[config.mk]
export PLATFORM = sky130hd
export DESIGN_NAME = exception_unit
export DESIGN_NICKNAME = d
export VERILOG_FILES = /design/src/rtl/exception_unit.sv
export SDC_FILE = /design/constraint.sdc
export NUM_CORES = 1
export LEC_CHECK = 0
export BUFFER_PORTS_ARGS = -buffer_cell sky130_fd_sc_hd__buf_2
export CORE_MARGIN = 2
export CORE_UTILIZATION = 30
export CTS_BUF_LIST = sky130_fd_sc_hd__clkbuf_4 sky130_fd_sc_hd__clkbuf_8 sky130_fd_sc_hd__clkbuf_16
export DETAILED_ROUTE_END_ITERATION = 7
export PLACE_DENSITY = 0.6
export SLEW_MARGIN = 20
export SYNTH_ARGS = -nofsm -noshare
export SYNTH_HDL_FRONTEND = slang
export SYNTH_SLANG_ARGS = --single-unit
[constraint.sdc]
create_clock -name clk -period 3.5 [get_ports clk]
set_input_delay 0.875 -clock clk [delete_from_list [all_inputs] [get_ports clk]]
set_output_delay 0.875 -clock clk [all_outputs]
set_load 0.02 [all_outputs]
[src/rtl/exception_unit.sv]
// Exception unit: holds ELR/ESR, counts exceptions taken, and redirects fetch
// to the handler vector on entry and back to ELR on ERET.
module exception_unit #(
  parameter int             N      = 64,
  parameter logic [N-1:0]   VECTOR = 64'hD8,
  parameter int             CNT_W  = 8
) (
  input  logic             clk,
  input  logic             reset,
  input  logic             Exc,
  input  logic [3:0]       EStatus,
  input  logic             ERet,
  input  logic [N-1:0]     PC_E,
  input  logic [1:0]       rd_sel,
  output logic             ExcAck,
  output logic             PCRedirect,
  output logic [N-1:0]     PCTarget,
  output logic             InHandler,
  output logic             DoubleFault,
  output logic [N-1:0]     rd_data
);

  typedef enum logic [1:0] {
    ST_IDLE    = 2'b00,
    ST_ENTER   = 2'b01,
    ST_HANDLER = 2'b10,
    ST_EXIT    = 2'b11
  } state_t;

  localparam logic [3:0]       CAUSE_NOT_INSTR = 4'b0010;
  localparam logic [CNT_W-1:0] CNT_MAX         = {CNT_W{1'b1}};

  state_t           state_r;
  state_t           state_s;
  logic             take_s;
  logic             dfault_set_s;
  logic [N-1:0]     elr_r;
  logic [3:0]       esr_r;
  logic [CNT_W-1:0] cnt_r;
  logic             dfault_r;
  logic             exc_ack_r;
  logic             redirect_r;
  logic [N-1:0]     target_r;
  logic             in_handler_r;

  // State register
  always_ff @(posedge clk or negedge reset) begin
    if (!reset) begin
      state_r <= ST_IDLE;
    end else begin
      state_r <= state_s;
    end
  end

  // Next-state and exception-take decisions
  always_comb begin
    state_s      = state_r;
    take_s       = 1'b0;
    dfault_set_s = 1'b0;
    case (state_r)
      ST_IDLE: begin
        // Exc beats a simultaneous ERet; a lone ERet is ignored here
        if (Exc) begin
          state_s = ST_ENTER;
          take_s  = 1'b1;
        end else begin
          state_s = ST_IDLE;
        end
      end
      ST_ENTER: begin
        state_s = ST_HANDLER;
      end
      ST_HANDLER: begin
        // IRQs are masked here and stay pending upstream
        if (ERet) begin
          state_s = ST_EXIT;
        end else if (Exc && (EStatus == CAUSE_NOT_INSTR)) begin
          dfault_set_s = 1'b1;
        end else begin
          state_s = ST_HANDLER;
        end
      end
      ST_EXIT: begin
        state_s = ST_IDLE;
      end
      default: begin
        state_s = ST_IDLE;
      end
    endcase
  end

  // Exception state registers, saturating counter and sticky double fault
  always_ff @(posedge clk or negedge reset) begin
    if (!reset) begin
      elr_r    <= {N{1'b0}};
      esr_r    <= 4'b0000;
      cnt_r    <= {CNT_W{1'b0}};
      dfault_r <= 1'b0;
    end else begin
      if (take_s) begin
        elr_r <= PC_E;
        esr_r <= EStatus;
        if (cnt_r != CNT_MAX) begin
          cnt_r <= cnt_r + CNT_W'(1);
        end
      end
      if (dfault_set_s) begin
        dfault_r <= 1'b1;
      end
    end
  end

  // Moore outputs registered from the next state so they align with it
  always_ff @(posedge clk or negedge reset) begin
    if (!reset) begin
      exc_ack_r    <= 1'b0;
      redirect_r   <= 1'b0;
      target_r     <= {N{1'b0}};
      in_handler_r <= 1'b0;
    end else begin
      exc_ack_r    <= (state_s == ST_ENTER);
      redirect_r   <= (state_s == ST_ENTER) || (state_s == ST_EXIT);
      in_handler_r <= (state_s != ST_IDLE);
      // ELR is frozen outside IDLE, so its current value is the return address
      case (state_s)
        ST_ENTER: target_r <= VECTOR;
        ST_EXIT:  target_r <= elr_r;
        default:  target_r <= {N{1'b0}};
      endcase
    end
  end

  // MRS read port
  always_comb begin
    rd_data = {N{1'b0}};
    case (rd_sel)
      2'b00:   rd_data = elr_r;
      2'b01:   rd_data = N'(esr_r);
      2'b10:   rd_data = N'(cnt_r);
      2'b11:   rd_data = N'(dfault_r);
      default: rd_data = {N{1'b0}};
    endcase
  end

  assign ExcAck      = exc_ack_r;
  assign PCRedirect  = redirect_r;
  assign PCTarget    = target_r;
  assign InHandler   = in_handler_r;
  assign DoubleFault = dfault_r;

endmodule
==> out/qor.yml <==
outcome: "finished, final reports clean"
ys_top_cells_by_count: "205 x nand2_1, 145 x dfrtp_1, 60 x and3_1"
ys_async_sr_fraction_pct: 100
reg2reg_to: "elr_r[6]$_DFFE_PN0P_"
required_ns: 2.62
yosys.area.top_type: "dfrtp_1"
ys_types: 34
grt_pass1_wl_mm: 24.0
synth.top_cell.area_share_pct: 62.7
tritoncts: "yes"
hold_viol: 0
start_util_pct: 30.7
ant_nets: 0
reg2reg_slack_ns: 1.40
grt_setup_unrepaired: "no"
skew_ns: 0.00841
synthAdderAreaFrac_pct: 0.865
drc: 0
r2r_start: "state_r[0]$_DFF_PN0_"
hold_buffers: 0
grt_overflow: 0
cp-start-kind: "input port"
grt_max_degree: 78
setup_viol: 0
critical_path.startpoint: "rd_sel[1]"
ys_seq_area_share_pct: 62.7
ios: 206
synth_nets: 645
drt-initial-drc-count: 162
reg2reg_depth: 5
synth.area.top_cells: "dfrtp_1 63%, nand2_1 13%, and3_1 6.5%"
path_class: "in -> out"
whs_ns: 0.481
timing.final.crit_share_pct: 85.7
synth_top_family_by_area: "simple AND/OR/NAND/NOR gates"
drive_above_1_share_pct: 33.0
cts_buffers: 17
clk_latency_ns: 0.41
synthXorXnorAreaFrac_pct: 0.454
grtUsageTotal_pct: 15.3
n_antenna_cell: 0
grt_antenna_before_repair: 1
cp_top_family: "buffers and inverters"
num_vias: 4523
drv_cap: 0
dieArea_mm2: 0.0204
syn_avg_cell_area_um2: 10.2
wl_per_cell_um: 14.5
cts_buffer_depth: 2
worstMarginPinSlew_ns: 0.788
cpMostUsedCell: "buf_2"
fin_setup_tns_ns: 0
cts.sinks: 145
powerDensity_mw_per_mm2: 877
slowest_stage: "nor2_4"
synthSimpleGateAreaFrac_pct: 27.9
core_area_mm2: 0.0188
min_path_type: "in -> async"
critPathMaxFanout: 21
max_stage_delay_ns: 0.42
die_w_um: 143
yosys_warnings: 0
postCtsSetupBuffers: 0
fin_crit_ns: 3.00
vdd_ir_drop_max_v: 0.000325
end_kind: "output pin"
synth_compound_area_share_pct: 2.25
port_buffers: 205
cts.clk_slew.worst_paths_ns: 0.06
grt_pass1_vias: 4526
final_max_slew_viol_count: 0
crit_chain: "buf_2 > nor2_4 > buf_4 > and2_1 > buf_2"
critical_path_arrival_ns: 2.12
cp_num_buf_inv: 3
nets: 841
viasPerCell: 4.37
netlist_area_mm2: 0.00579
syn_inst: 567
cts-root-buf: "clkbuf_16"
yosysMostFrequentCell: "nand2_1"
area_delta_synth_final_pct: 32.9
power_leakage_nw: 4.52
synth_edf_count: 0
ctsResizeCount: 0
htreeDepth: 4
synthMuxAreaShare_pct: 2.36
place_hpwl_mm: 10.1
slew_headroom_pct: 47.5
synthFlopType: "dfrtp_1"
die_y_um: 143
synth-seq-cells: 145
firstDrtPassIters: 4
rows: 50
routabilityCongestion: 0.740
fmax_mhz: 334
wirelength_mm: 15.0
per-layer routing:
metal  global-route usage [%]  up-vias  share of wire [%]
li1                         -     2194                  -
met1                     19.3     2182                 45
met2                     24.8      132                 48
met3                     5.10       13                5.7
met4                     4.79        2                1.5
met5                        0        -              0.087
stage by stage:
stage | power, mW | area, um^2 | util, % | setup slack (ns) | cells
final | 6.74 | 7690 | 40.8 | 0.502 | 1035
after CTS | 6.85 | 7690 | 40.8 | 0.443 | 1035
after global routing | 7.24 | 7690 | 40.8 | 0.394 | 1035
after detailed placement | 4.89 | 7060 | 37.5 | 0.444 | 1004
after global placement | 4.86 | 7060 | 37.5 | 0.461 | 1004
after floorplan | 4.08 | 5790 | - | 0.692 | 567
sequential cells by signal, indices dropped and copies added, names as in the netlist:
name / flops
PCTarget: 64
elr_r: 64
cnt_r: 8
esr_r: 4
state_r: 2
DoubleFault: 1
ExcAck: 1
InHandler: 1
power breakdown:
group | total, mW | switching, mW | internal [mW] | leakage [nW]
clock | 1.93 | 0.712 | 1.22 | 0.299
combinational | 2.16 | 1.43 | 0.728 | 2.33
sequential | 2.65 | 0.359 | 2.29 | 1.89
total | 6.74 | 2.50 | 4.24 | 4.52
worst max-delay path by stage:
stage	end	slack [ns]	depth (start not counted)
after global routing	rd_data[55]	0.39	5
after global placement	rd_data[55]	0.46	5
after CTS	rd_data[55]	0.44	5
after floorplan	rd_data[11]	0.69	5
final	rd_data[55]	0.50	5
after detailed placement	rd_data[55]	0.44	5
cell usage in the layout (no fill, tap or decap), drive strengths merged, types with 2 or more instances in the layout:
master / netlist / final
a21boi: 4 / 4
a21oi: 2 / 2
and2: 57 / 57
and3: 60 / 60
buf: 9 / 214
bufinv: 0 / 4
clkbuf: 28 / 19
clkinv: 0 / 3
clkinvlp: 0 / 3
dfrtp: 145 / 145
ha: 4 / 4
inv: 7 / 9
mux2: 3 / 3
mux2i: 8 / 8
nand2: 205 / 205
nand3: 2 / 2
nand4: 2 / 2
nor2: 8 / 8
nor2b: 2 / 2
o21ai: 7 / 7
xor2: 2 / 2
final cells by class:
cell class                      count  area [um^2]
Fill cell                        1917        11100
Sequential cell                   145         3630
Multi-Input combinational cell    378         1970
Timing Repair Buffer              214         1110
Clock buffer                       19          447
Tap cell                          260          325
Clock inverter                     12          183
Inverter                            7         26.3
cell families after synthesis:
family          count (synthesis)
flops                         145
buf+inv                        44
mux                            12
compound gates                 17
xor+xnor                        3
fa+ha+maj                       4
simple gates                  342
Power figures use the tool's default switching activity.
